$ cat src/rtl/quad_encoder_array.sv
// N_CH quadrature encoder front ends: 2-flop sync, shared-tick debounce, x1/x2/x4 decode,
// and bounded saturate/wrap position counters with per-channel load.
module quad_encoder_array #(
  parameter int N_CH      = 4,
  parameter int CNT_W     = 6,
  parameter int MIN_VAL   = 0,
  parameter int MAX_VAL   = 36,
  parameter int INIT_VAL  = 18,
  parameter int DEB_TICKS = 100000,
  localparam int LCH_W    = (N_CH > 1) ? $clog2(N_CH) : 1
) (
  input  logic                  clk,
  input  logic                  rst_n,
  input  logic [N_CH-1:0]       enc_a,
  input  logic [N_CH-1:0]       enc_b,
  input  logic [1:0]            mode,
  input  logic                  wrap_en,
  input  logic                  load,
  input  logic [LCH_W-1:0]      load_ch,
  input  logic [CNT_W-1:0]      load_val,
  output logic [N_CH*CNT_W-1:0] count,
  output logic [N_CH-1:0]       cw,
  output logic [N_CH-1:0]       ccw,
  output logic [N_CH-1:0]       err,
  output logic [N_CH-1:0]       at_min,
  output logic [N_CH-1:0]       at_max
);

  typedef enum logic [1:0] {
    RES_X1     = 2'd0,
    RES_X2     = 2'd1,
    RES_X4     = 2'd2,
    RES_X4_ALT = 2'd3
  } res_e;

  localparam int PRE_W = (DEB_TICKS > 1) ? $clog2(DEB_TICKS) : 1;
  localparam logic [PRE_W-1:0] PRE_LAST = PRE_W'(DEB_TICKS - 1);
  localparam logic [CNT_W-1:0] MIN_C    = CNT_W'(MIN_VAL);
  localparam logic [CNT_W-1:0] MAX_C    = CNT_W'(MAX_VAL);
  localparam logic [CNT_W-1:0] INIT_C   = CNT_W'(INIT_VAL);

  res_e             res;
  logic [PRE_W-1:0] pre;
  logic             tick;

  assign res  = res_e'(mode);
  assign tick = (pre == PRE_LAST);

  always_ff @(posedge clk or negedge rst_n) begin
    if (!rst_n) begin
      pre <= '0;
    end else begin
      pre <= tick ? '0 : pre + 1'b1;
    end
  end

  // Position along the clockwise cycle 11 -> 01 -> 00 -> 10.
  function automatic logic [1:0] phase(input logic [1:0] ab);
    case (ab)
      2'b11:   return 2'd0;
      2'b01:   return 2'd1;
      2'b00:   return 2'd2;
      default: return 2'd3;
    endcase
  endfunction

  function automatic logic [CNT_W-1:0] clamp_load(input logic [CNT_W-1:0] v);
    if (int'(v) < MIN_VAL) return MIN_C;
    if (int'(v) > MAX_VAL) return MAX_C;
    return v;
  endfunction

  for (genvar g = 0; g < N_CH; g++) begin : g_ch
    logic [1:0]       sync1, sync2, samp, db, prev, agree, dphase;
    logic [CNT_W-1:0] cnt;
    logic             chg, step_fwd, step_rev, step_bad, counted;
    logic             do_cw, do_ccw, ld_hit;
    logic             cw_q, ccw_q, err_q;

    always_comb begin
      agree    = ~(sync2 ^ samp);
      chg      = (prev != db);
      dphase   = phase(db) - phase(prev);
      step_fwd = chg && (dphase == 2'd1);
      step_rev = chg && (dphase == 2'd3);
      step_bad = chg && (dphase == 2'd2);
      counted  = 1'b1;
      case (res)
        RES_X1:  counted = ((prev == 2'b11) && (db == 2'b01)) ||
                           ((prev == 2'b01) && (db == 2'b11));
        RES_X2:  counted = prev[1] ^ db[1];
        default: counted = 1'b1;
      endcase
      do_cw  = step_fwd && counted;
      do_ccw = step_rev && counted;
      // Out-of-range load_ch values match no channel and are ignored.
      ld_hit = load && (load_ch == LCH_W'(g));
    end

    always_ff @(posedge clk or negedge rst_n) begin
      if (!rst_n) begin
        sync1 <= '1;
        sync2 <= '1;
        samp  <= '1;
        db    <= '1;
        prev  <= '1;
        cnt   <= INIT_C;
        cw_q  <= 1'b0;
        ccw_q <= 1'b0;
        err_q <= 1'b0;
      end else begin
        sync1 <= {enc_a[g], enc_b[g]};
        sync2 <= sync1;
        prev  <= db;
        if (tick) begin
          samp <= sync2;
          db   <= (sync2 & agree) | (db & ~agree);
        end
        cw_q  <= do_cw;
        ccw_q <= do_ccw;
        err_q <= step_bad;
        if (ld_hit) begin
          cnt <= clamp_load(load_val);
        end else if (do_cw) begin
          cnt <= (cnt == MAX_C) ? (wrap_en ? MIN_C : MAX_C) : cnt + 1'b1;
        end else if (do_ccw) begin
          cnt <= (cnt == MIN_C) ? (wrap_en ? MAX_C : MIN_C) : cnt - 1'b1;
        end
      end
    end

    assign count[g*CNT_W +: CNT_W] = cnt;
    assign cw[g]     = cw_q;
    assign ccw[g]    = ccw_q;
    assign err[g]    = err_q;
    assign at_min[g] = (cnt == MIN_C);
    assign at_max[g] = (cnt == MAX_C);
  end

endmodule
$ cat config.mk
export PLATFORM = sky130hd
export DESIGN_NAME = quad_encoder_array
export DESIGN_NICKNAME = d
export VERILOG_FILES = /design/src/rtl/quad_encoder_array.sv
export SDC_FILE = /design/constraint.sdc
export NUM_CORES = 1
export LEC_CHECK = 0
export CAP_MARGIN = 10
export CORE_MARGIN = 10
export CORE_UTILIZATION = 45
export DETAILED_ROUTE_END_ITERATION = 12
export PLACE_DENSITY = 0.66
export SYNTH_ARGS = -nofsm -noshare
export SYNTH_HDL_FRONTEND = slang
export SYNTH_SLANG_ARGS = --single-unit
$ cat constraint.sdc
create_clock -name clk -period 3.1 [get_ports clk]
set_input_delay 0.93 -clock clk [delete_from_list [all_inputs] [get_ports clk]]
set_output_delay 0.93 -clock clk [all_outputs]
set_load 0.05 [all_outputs]
==> summary.md, run 1 <==
| Metric | Value |
|---|---|
| Outcome | `finished, final reports clean` |
| Number of synthesized register bits | `93` |
| Tot Pwr | `0.003267 W` |
| Worst-path clk slew | `0.07 ns` |
| Setup crit start | `g_ch[0].cnt[0]` |
| Vert. Die Dim | `134.0 um` |
| Class of the tightest hold or removal check | `flop to flop` |
| Drt pass-1 iters | `5` |
| Final worst slack | `0.1376 ns` |
| CP Cell Sequence | `inv_1, ha_1, nor4bb_2, and2_2, buf_12` |
| Sequential area share after synthesis | `40.84%` |
| Worst Hold Path EP | `g_ch[3].sync2[0]` |
| CP Launch Type | `flop` |
| I/O pins | `66` |
| Wire length of the first global-routing pass | `22540 um` |
| Count of routing violations after the opening detailed-route iteration | `388` |
| Maximum vdd drop | `0.3127 mV` |
| X dimension of the die | `134.0 um` |
| Setup Buffers After CTS | `0` |
| Die outline area | `0.01795 sq mm` |
| Initial cell density of the core | `46.13%` |
| Final min period | `2.962 ns` |
| Port-buffer cells | `65` |
| CTS sink count | `93` |
| Count of antenna diodes in the layout | `0` |
| Source of the worst hold timing path | `g_ch[3].sync1[0]` |
| Mean Syn Cell Area | `9.874 sq um` |
| H-Tree Level Count | `3` |
| Number of core rows | `41` |
| Part of the cycle the worst path needs | `95.56%` |
| # DRC | `0` |
| End of the worst register-to-register path | `g_ch[0].cnt[0]` |
| Number of hold buffers added after CTS | `0` |
| Core outline area | `0.01267 sq mm` |
| Yosys top cell area share | `21.58%` |
| Inserted Clock Buffers | `9` |
| Net count after synthesis | `663` |
| Accumulated negative setup slack | `0 ns` |
| Depth of the worst register-to-register path | `8` |
| Number of distinct library cells after synthesis | `62` |
| Detailed Place HPWL | `10080 um` |
| Most used flip-flop cell after synthesis | `dfstp_2` |
| Max Cap Violations | `0` |
| Total track usage | `15.22%` |
| Worst Hold Path Cells | `0` |
| Antenna violations before repair | `0` |
| Required time at the endpoint of the critical path | `2.17 ns` |
| Worst slew margin relative to its limit | `55.84%` |
| Arr. time, crit path | `2.03 ns` |
| Cell family with most CP delay | `simple AND/OR/NAND/NOR gates` |
| Via count of the first global-routing pass | `4539` |
| Crit-path max cell delay | `0.48 ns` |
| Cell taking the most area after synthesis | `dfstp_2` |
| Fin Hold WS | `0.3563 ns` |
| Total buffers and inverters traversed by the critical path | `2` |
| Max-slew violation count | `0` |
| Leak Pwr | `2.850 nW` |
| Insertion delay to the later sink of the worst-skew pair | `0.35 ns` |
| Per-cell routed wire length | `16.51 um` |
| Total gr overflow | `0` |
| Share of synthesized flip-flops with an asynchronous set or reset | `100.0%` |
| Cells after synthesis | `592` |
| Synth top area cells | `dfstp_2 (22%), dfrtp_1 (19%), ha_1 (10%), nor2_1 (3.5%), a21oi_1 (3.2%)` |
| Element type at the critical path end | `output port` |
| RSZ-0062 raised after global routing | `no` |
| Synthesized cell area | `0.005846 sq mm` |
| Skew final | `0.007981 ns` |
| DRT antenna net count | `0` |
| Clock tree from TritonCTS | `built` |
| Largest fanout on the critical path | `7` |
| Standard cell with the maximum stage delay on the critical path | `dfrtp_1` |
| Via/cell ratio | `5.550` |
| DRT Wirelength | `13570 um` |
| Flop2flop setup slack | `0.30 ns` |
| Worst slack, placed | `0.1557 ns` |
| Maximum number of pins on one net before global-route repair | `44` |
| Count of vias placed by the detailed router | `4562` |
| Fraction of layout instances using a drive strength above 1 | `16.77%` |
| WS Path Type | `flop to output port` |
| Count of endpoints failing hold in the final timing report | `0` |
| Power density cells | `467.0 mW/mm^2` |
| Largest buffer count on any clock path | `2` |
| Global placement routability congestion | `0.8908` |
| Cells resized by post-CTS repair | `0` |
| Layout net count | `716` |
| Total of warnings raised by yosys | `0` |
| Growth of design area from synthesis to finish | `19.67%` |
| Cell at the root of the clock tree | `clkbuf_16` |
| Setup violation total in the final timing report | `0` |
| Post-synth EDFFs | `0` |
| Tightest Pin Transition | `0.6623 ns` |
| F_max | `0.3376 GHz` |
## how the worst max path moves through the flow
stage,endpoint,cells after the start
final,at_max[0],5
after global routing,at_min[1],5
after CTS,at_min[2],5
after detailed placement,g_ch[0].cnt[0],6
after global placement,g_ch[0].cnt[0],6
after floorplan,at_min[2],4
## kinds of logic (layout without fill, tap and decap cells)
logic type      Yosys count  count (layout)  share of synthesized area [%]
fa+ha+maj                49              49                          10.49
flops                    93              93                          40.84
compound gates          116             116                          13.08
simple gates            205             205                          18.75
mux                      24              24                          4.730
xor+xnor                 35              35                          6.443
buf+inv                  70             128                          5.672
## flip-flops by register name (all words and copies together), names as in the netlist, named ones only
signal	flops
g_ch.cnt	24
pre	17
g_ch.prev	8
g_ch.samp	8
g_ch.sync1	8
g_ch.sync2	8
g_ch.ccw_q	4
g_ch.cw_q	4
g_ch.err_q	4
## cells in the mapped netlist (all sizes together), types with 9 or more instances
cell type	n
dfrtp	45
nor2	55
buf	21
nand3	20
and3	9
inv	34
a31oi	11
a21oi	37
xor2	13
mux2i	13
nor3	15
and2	9
mux2	9
xnor2	17
clkbuf	15
o21ai	14
dfstp	48
ha	49
nand2	33
nand2b	16
## stage by stage
stage | instance area (sq um) | std cells | utilization (%)
2_1_floorplan | 5851 | 592 | -
3_3_place_gp | 6675 | 806 | 52.68
3_5_place_dp | 6675 | 806 | 52.68
4_1_cts | 6975 | 822 | 55.05
5_1_grt | 6995 | 822 | 55.21
6_report | 6995 | 822 | 55.21
## per-layer routing
metal / part of all wire (%) / wire length [um] / global-route usage (%) / vias up
met5: 0 / 0 / 0 / -
met3: 4.4 / 598 / 3.323 / 18
met4: 1.7 / 227 / 5.623 / 0
li1: - / - / - / 2210
met2: 49 / 6590 / 24.61 / 110
met1: 45 / 6154 / 19.48 / 2224
## layout by cell type (no fill, tap or decap), types with 17 or more instances in the layout
cell type,instances
dfrtp_1,45
nand2_1,33
nand3_1,20
nor2_1,55
clkdlybuf4s50_1,56
ha_1,49
inv_1,34
dfstp_2,48
a21oi_1,37
xnor2_1,17
## final cells by class
cell class / instances / area [sq um]
Clock buffer: 11 / 242.7
Clock inverter: 5 / 57.56
Fill cell: 1135 / 5675
Inverter: 34 / 127.6
Multi-Input combinational cell: 429 / 3152
Sequential cell: 93 / 2387
Tap cell: 172 / 215.2
Timing Repair Buffer: 78 / 813.3
## worst reg2reg max path: cells and delay by family (launching register included)
| family | cells | cell delay (ns) |
|---|---|---|
| XOR/XNOR | 1 | 0.73 |
| AO/OA/AOI/OAI | 2 | 0.63 |
| flip-flops | 1 | 0.59 |
| adder cells (fa/ha/maj) | 2 | 0.46 |
| buffers and inverters | 3 | 0.31 |
## power by group
group	total [W]	switching (W)	leakage (nW)	internal, W
logic	0.000712	0.000427	1.63	0.000285
registers	0.00143	0.000139	1.08	0.00130
clock network	0.00112	0.000473	0.150	0.000649
Power figures use the tool's default switching activity.
==> run 2, diff against run 1 <==
CORE_ASPECT_RATIO = 0.8   (was default)
clock period = 3.65 ns   (was 3.1 ns; I/O delays follow)
==> run 2 against run 1 <==
  * Design area down 1.5%
  * Critical path depth unchanged
  * Sequential power down 16%
  * Core utilization down 1.3 points
  * Global-route usage down 0.17 points
  * Highest routed layer unchanged
  * Combinational power down 14%
  * Sequential cell count unchanged
  * Critical path type unchanged
  * Clock-buffer cell count down 1
  * Sequential share of layout area up 0.51 points
  * Worst hold slack worse by 0.00071 ns
  * Register-to-register slack better by 0.52 ns
  * Largest cell class unchanged
  * Clock skew down 0.0039 ns
==> summary.md, run 2 (same netlist as run 1, synthesis figures left out) <==
| Metric | Value |
|---|---|
| Class of the tightest hold or removal check | `flop to flop (unchanged)` |
| Outcome | `finished, final reports clean (unchanged)` |
| DRT antenna net count | `0 (unchanged)` |
| Largest fanout on the critical path | `8 (was 7)` |
| Wire length of the first global-routing pass | `22440 um (was 22540 um)` |
| X dimension of the die | `147.4 um (was 134.0 um)` |
| Insertion delay to the later sink of the worst-skew pair | `0.35 ns (about the same)` |
| Depth of the worst register-to-register path | `8 (unchanged)` |
| Flop2flop setup slack | `0.82 ns (was 0.30 ns)` |
| Number of flip-flops in the largest register | `24 (unchanged)` |
| Initial cell density of the core | `45.75% (was 46.13%)` |
| Per-cell routed wire length | `16.44 um (was 16.51 um)` |
| Die outline area | `0.01798 sq mm (was 0.01795 sq mm)` |
| Setup violation total in the final timing report | `0 (unchanged)` |
| Max-slew violation count | `0 (unchanged)` |
| Source of the worst hold timing path | `g_ch[3].sync1[0] (unchanged)` |
| Count of routing violations after the opening detailed-route iteration | `301 (was 388)` |
| Worst Hold Path EP | `g_ch[3].sync2[0] (unchanged)` |
| Drt pass-1 iters | `5 (unchanged)` |
| End of the worst register-to-register path | `g_ch[0].cnt[0] (unchanged)` |
| Sum of met3 wire segment lengths after detailed routing | `901 um (was 598 um)` |
| Accumulated negative setup slack | `0 ns (unchanged)` |
| Layout net count | `713 (was 716)` |
| CP Launch Type | `flop (unchanged)` |
| Part of the cycle the worst path needs | `96.54%` |
| Top layer used by detailed routing | `met4 (unchanged)` |
| Antenna violations before repair | `0 (unchanged)` |
| Sum of met2 wire segment lengths after detailed routing | `6302 um (was 6590 um)` |
| Detailed Place HPWL | `9877 um (was 10080 um)` |
| Fill count | `1129 (was 1135)` |
| Total gr overflow | `0 (unchanged)` |
| F_max | `0.2838 GHz` |
| Count of antenna diodes in the layout | `0 (unchanged)` |
| Port-buffer cells | `65 (unchanged)` |
| Max Cap Violations | `0 (unchanged)` |
| Fraction of layout instances using a drive strength above 1 | `14.99% (was 16.77%)` |
| Most frequent standard cell in the layout excluding fill and tap cells | `clkdlybuf4s50_1 (unchanged)` |
| Post-layout instance area | `0.006892 sq mm (was 0.006995 sq mm)` |
| Required time at the endpoint of the critical path | `2.55 ns (was 2.17 ns)` |
| Count of endpoints failing hold in the final timing report | `0 (unchanged)` |
| Most frequent cells in the layout | `clkdlybuf4s50_1 (58), nor2_1 (55), ha_1 (49), dfstp_2 (48), dfrtp_1 (45) (was clkdlybuf4s50_1 (56), nor2_1 (55), ha_1 (49), dfstp_2 (48), dfrtp_1 (45))` |
| Worst Hold Path Cells | `0 (unchanged)` |
| RSZ-0062 raised after global routing | `no (unchanged)` |
| # DRC | `0 (unchanged)` |
| Via count of the first global-routing pass | `4458 (was 4539)` |
| Final min period | `3.524 ns` |
| Inserted Clock Buffers | `9 (unchanged)` |
| Largest buffer count on any clock path | `2 (unchanged)` |
| Maximum vdd drop | `0.2912 mV (was 0.3127 mV)` |
| Tightest Pin Transition | `0.6683 ns (was 0.6623 ns)` |
| WS Path Type | `flop to output port (unchanged)` |
| Worst-path clk slew | `0.07 ns (about the same)` |
| Via/cell ratio | `5.561 (was 5.550)` |
| Reg with most FFs | `g_ch.cnt (unchanged)` |
| Number of core rows | `37 (was 41)` |
| Instance area at placement | `0.006599 sq mm (was 0.006675 sq mm)` |
| Largest registers | `g_ch.cnt: 24 flops, pre: 17 flops (unchanged)` |
| Leak Pwr | `2.847 nW (was 2.850 nW)` |
| Clock tree from TritonCTS | `built (unchanged)` |
| H-Tree Level Count | `3 (unchanged)` |
| Arr. time, crit path | `2.43 ns (was 2.03 ns)` |
| Power density cells | `396.5 mW/mm^2 (was 467.0 mW/mm^2)` |
| Global placement routability congestion | `0.9346 (was 0.8908)` |
| Setup Buffers After CTS | `0 (unchanged)` |
| I/O pins | `66 (unchanged)` |
| Worst slew margin relative to its limit | `54.82% (was 55.84%)` |
| Maximum number of pins on one net before global-route repair | `58 (was 44)` |
| Element type at the critical path end | `output port (unchanged)` |
| Count of vias placed by the detailed router | `4571 (was 4562)` |
| Routed length on met1 | `6209 um (was 6154 um)` |
| Total track usage | `15.05% (was 15.22%)` |
| Cell at the root of the clock tree | `clkbuf_16 (unchanged)` |
| Core outline area | `0.01278 sq mm (was 0.01267 sq mm)` |
| Growth of design area from synthesis to finish | `17.89% (was 19.67%)` |
| CTS sink count | `93 (unchanged)` |
| Vert. Die Dim | `121.9 um (was 134.0 um)` |
| DRT Wirelength | `13510 um (was 13570 um)` |
| Number of hold buffers added after CTS | `0 (unchanged)` |
| Skew final | `0.004033 ns (was 0.007981 ns)` |
[run 2: cell count changes in the layout (fill, tap and decap cells not counted), sizes merged]
cell / previous run / this run
buf: 22 / 15
inv: 35 / 39
clkdlybuf4s50: 56 / 58
clkinv: 3 / 1
dlymetal6s2s: 0 / 2
bufinv: 1 / 0
clkbuf: 11 / 10
[run 2: report_power, final]
part	switching (W)	total, W	internal [W]
Sequential	0.000103	0.00120	0.00110
Combinational	0.000373	0.000612	0.000239
Clock	0.000425	0.000917	0.000492
Total	0.000901	0.00273	0.00183
[run 2: worst max-delay path by stage]
stage / end / cells past startpoint / from / slack [ns]
floorplan: at_min[2] / 4 / g_ch[2].cnt[0] / 0.31
global placement: at_max[2] / 5 / g_ch[2].cnt[0] / 0.51
detailed placement: at_max[2] / 5 / g_ch[2].cnt[0] / 0.45
CTS: at_max[1] / 5 / g_ch[1].cnt[0] / 0.06
global route: at_min[1] / 5 / g_ch[1].cnt[0] / 0.01
finish: at_min[3] / 5 / g_ch[3].cnt[0] / 0.13
[run 2: critical path: stages (launching register included)]
cell and delay, ns:
dfrtp_1 0.47, inv_1 0.14, ha_1 0.23, nand2b_1 0.10, nor2_1 0.27, clkdlybuf4s50_1 0.88
[run 2: area by class of cell]
| class | instances | area (sq um) | area share (%) |
|---|---|---|---|
| clock buffer | 10 | 239.0 | 3.468 |
| clock inverter | 6 | 48.80 | 0.7081 |
| inverter | 34 | 127.6 | 1.852 |
| multi-input combinational | 429 | 3127 | 45.37 |
| sequential | 93 | 2387 | 34.64 |
| tap | 175 | 219.0 | 3.177 |
| timing repair buffer | 75 | 743.2 | 10.78 |
[run 2: per-stage QoR]
step                hold WS (ns)  utilization, %  worst slack, ns  power, W  instances
CTS                       0.3532           53.90          0.05712  0.002759        822
global route              0.3572           53.94          0.01359  0.002865        822
floorplan                 0.3452               -           0.3063  0.001600        592
global placement          0.3465           51.65           0.5060  0.001816        806
detailed placement        0.3468           51.65           0.4454  0.001824        806
finish                    0.3556           53.94           0.1263  0.002733        822
[run 2: per-layer routing]
metal / track usage [%] / vias up
li1: - / 2190
met1: 19.96 / 2234
met3: 4.817 / 6
met5: 0 / -
met2: 23.65 / 141
met4: 3.337 / 0
[run 2: timing repair]
item | 4_1_cts | 5_1_grt
endpoints found under the setup margin | 0 | 2
resized for setup | 0 | 2
endpoints found under the hold margin | 0 | 0
==> run 3, diff against run 2 <==
CORE_UTILIZATION = 62   (was 45)
PLACE_DENSITY = 0.87   (was 0.66)
==> run 3 against run 2 <==
  * Sequential cell count is the same
  * Worst hold slack is essentially flat
  * Final cell count shrank 7.7%
  * Clock skew grew 0.0026 ns
  * First-iteration DRC count grew 83%
  * Maximum frequency shrank 0.63%
  * Global-route usage grew 5.5 points
  * Clock power grew 3.2%
  * Die area shrank 24%
==> summary.md, run 3 (same netlist as run 1, synthesis figures left out) <==
| Metric | Value |
|---|---|
| Max Cap Violations | `0 (unchanged)` |
| Wire length of the first global-routing pass | `23320 um (was 22440 um)` |
| Worst slew margin relative to its limit | `48.94% (was 54.82%)` |
| Via count of the first global-routing pass | `4709 (was 4458)` |
| Total gr overflow | `0 (unchanged)` |
| Routed length on met1 | `6153 um (was 6209 um)` |
| Number of flip-flops in the largest register | `24 (unchanged)` |
| Arr. time, crit path | `2.45 ns (was 2.43 ns)` |
| Depth of the worst register-to-register path | `8 (unchanged)` |
| Tot Pwr | `0.002760 W (was 0.002733 W)` |
| Cell at the root of the clock tree | `clkbuf_16 (unchanged)` |
| Count of vias placed by the detailed router | `4616 (was 4571)` |
| Total track usage | `20.57% (was 15.05%)` |
| Placed Cells incl. Taps | `743 (was 806)` |
| CP Launch Type | `flop (unchanged)` |
| Largest fanout on the critical path | `13 (was 8)` |
| Final worst slack | `0.1039 ns (was 0.1263 ns)` |
| Part of the cycle the worst path needs | `97.15% (was 96.54%)` |
| Drt pass-1 iters | `5 (unchanged)` |
| CTS sink count | `93 (unchanged)` |
| Count of antenna diodes in the layout | `0 (unchanged)` |
| Outcome | `finished, final reports clean (unchanged)` |
| Number of cells in the finished layout apart from fillers | `759 (was 822)` |
| Layout net count | `710 (was 713)` |
| Max-slew violation count | `0 (unchanged)` |
| Maximum vdd drop | `0.3366 mV (was 0.2912 mV)` |
| Die outline area | `0.01374 sq mm (was 0.01798 sq mm)` |
| DRT Wirelength | `13990 um (was 13510 um)` |
| Worst-path clk slew | `0.07 ns (about the same)` |
| Clock tree from TritonCTS | `built (unchanged)` |
| Port-buffer cells | `65 (unchanged)` |
| Antenna violations before repair | `0 (unchanged)` |
| I/O pins | `66 (unchanged)` |
| Initial cell density of the core | `64.13% (was 45.75%)` |
| Detailed Place HPWL | `10180 um (was 9877 um)` |
| Element type at the critical path end | `output port (unchanged)` |
| Maximum number of pins on one net before global-route repair | `55 (was 58)` |
| WS Path Type | `flop to output port (unchanged)` |
| Fraction of layout instances using a drive strength above 1 | `14.60% (was 14.99%)` |
| H-Tree Level Count | `3 (unchanged)` |
| Count of endpoints failing hold in the final timing report | `0 (unchanged)` |
| Power density cells | `405.6 mW/mm^2 (was 396.5 mW/mm^2)` |
| # DRC | `0 (unchanged)` |
| Largest registers | `g_ch.cnt: 24 flops, pre: 17 flops (unchanged)` |
| F_max | `0.2820 GHz (was 0.2838 GHz)` |
| Insertion delay to the later sink of the worst-skew pair | `0.35 ns (about the same)` |
| Core outline area | `0.009115 sq mm (was 0.01278 sq mm)` |
| Global placement routability congestion | `0.9698 (was 0.9346)` |
| Per-cell routed wire length | `18.43 um (was 16.44 um)` |
| Top layer used by detailed routing | `met4 (unchanged)` |
| Worst slack, placed | `0.4221 ns (was 0.4454 ns)` |
| Worst Hold Path Cells | `0 (unchanged)` |
| Inserted Clock Buffers | `9 (unchanged)` |
| Fill count | `620 (was 1129)` |
| Area of all sequential standard cells | `0.002387 sq mm (unchanged)` |
| Count of routing violations after the opening detailed-route iteration | `551 (was 301)` |
| Sum of met2 wire segment lengths after detailed routing | `6445 um (was 6302 um)` |
| Class of the tightest hold or removal check | `flop to flop (unchanged)` |
| Number of core rows | `31 (was 37)` |
| DRT antenna net count | `0 (unchanged)` |
| Setup violation total in the final timing report | `0 (unchanged)` |
| Skew final | `0.006617 ns (was 0.004033 ns)` |
| Vert. Die Dim | `106.9 um (was 121.9 um)` |
| Sum of met3 wire segment lengths after detailed routing | `1232 um (was 901 um)` |
| Largest buffer count on any clock path | `2 (unchanged)` |
| Required time at the endpoint of the critical path | `2.55 ns (about the same)` |
| Most frequent cells in the layout | `clkdlybuf4s50_1 (58), nor2_1 (55), ha_1 (49), dfstp_2 (48), dfrtp_1 (45) (unchanged)` |
| Final min period | `3.546 ns (was 3.524 ns)` |
| Multi-input logic area | `0.003127 sq mm (unchanged)` |
| Tightest Pin Transition | `0.7607 ns (was 0.6683 ns)` |
| Growth of design area from synthesis to finish | `16.40% (was 17.89%)` |
| Most frequent standard cell in the layout excluding fill and tap cells | `clkdlybuf4s50_1 (unchanged)` |
| Accumulated negative setup slack | `0 ns (unchanged)` |
| Number of hold buffers added after CTS | `0 (unchanged)` |
| Reg with most FFs | `g_ch.cnt (unchanged)` |
| Via/cell ratio | `6.082 (was 5.561)` |
| Leak Pwr | `2.832 nW (was 2.847 nW)` |
| X dimension of the die | `128.6 um (was 147.4 um)` |
| RSZ-0062 raised after global routing | `no (unchanged)` |
[run 3: power by group]
part	leakage, nW	switching, W	internal (W)
Combinational	1.61	0.000370	0.000235
Sequential	1.08	0.000109	0.00110
Clock	0.147	0.000412	0.000534
Total	2.83	0.000891	0.00187
[run 3: routing by layer]
layer  track usage (%)  up-vias
met2             32.67      188
met3             5.810       18
met1             26.71     2230
li1                  -     2180
met4             6.270        0
met5                 0        -
[run 3: final timing paths]
path	start	endpoint	slack, ns
max in group asynchronous	rst_n	g_ch[3].prev[0]	2.15
min in group asynchronous	rst_n	pre[0]	0.79
max	g_ch[3].cnt[2]	at_min[3]	0.10
min	g_ch[0].sync1[1]	g_ch[0].sync2[1]	0.36
max reg2reg	flop	g_ch[0].cnt[0]	0.69
min reg2reg	g_ch[0].sync1[1]	g_ch[0].sync2[1]	0.36
[run 3: final cells by class]
class | count | area share [%]
multi-input combinational | 429 | 45.95
sequential | 93 | 35.09
timing repair buffer | 72 | 10.59
clock buffer | 9 | 3.310
tap | 115 | 2.115
inverter | 34 | 1.876
clock inverter | 7 | 1.067
[run 3: timing repair]
item                                    4_1_cts  5_1_grt
resized for setup                             0        2
endpoints found under the hold margin         0        0
endpoints found under the setup margin        0        2
setup buffers                                 0        0
[run 3: stage by stage]
stage / hold WS (ns) / instance area (sq um) / util (%)
after floorplan: 0.3452 / 5846 / -
after global placement: 0.3460 / 6501 / 71.32
after detailed placement: 0.3468 / 6501 / 71.32
after CTS: 0.3545 / 6799 / 74.59
after global routing: 0.3594 / 6804 / 74.65
final: 0.3559 / 6804 / 74.65
[run 3: worst max-delay path, cell delays in order (launching register included)]
cell and delay [ns]:
dfrtp_1 0.52, or3_1 0.47, nor2_1 0.26, clkdlybuf4s50_1 0.86
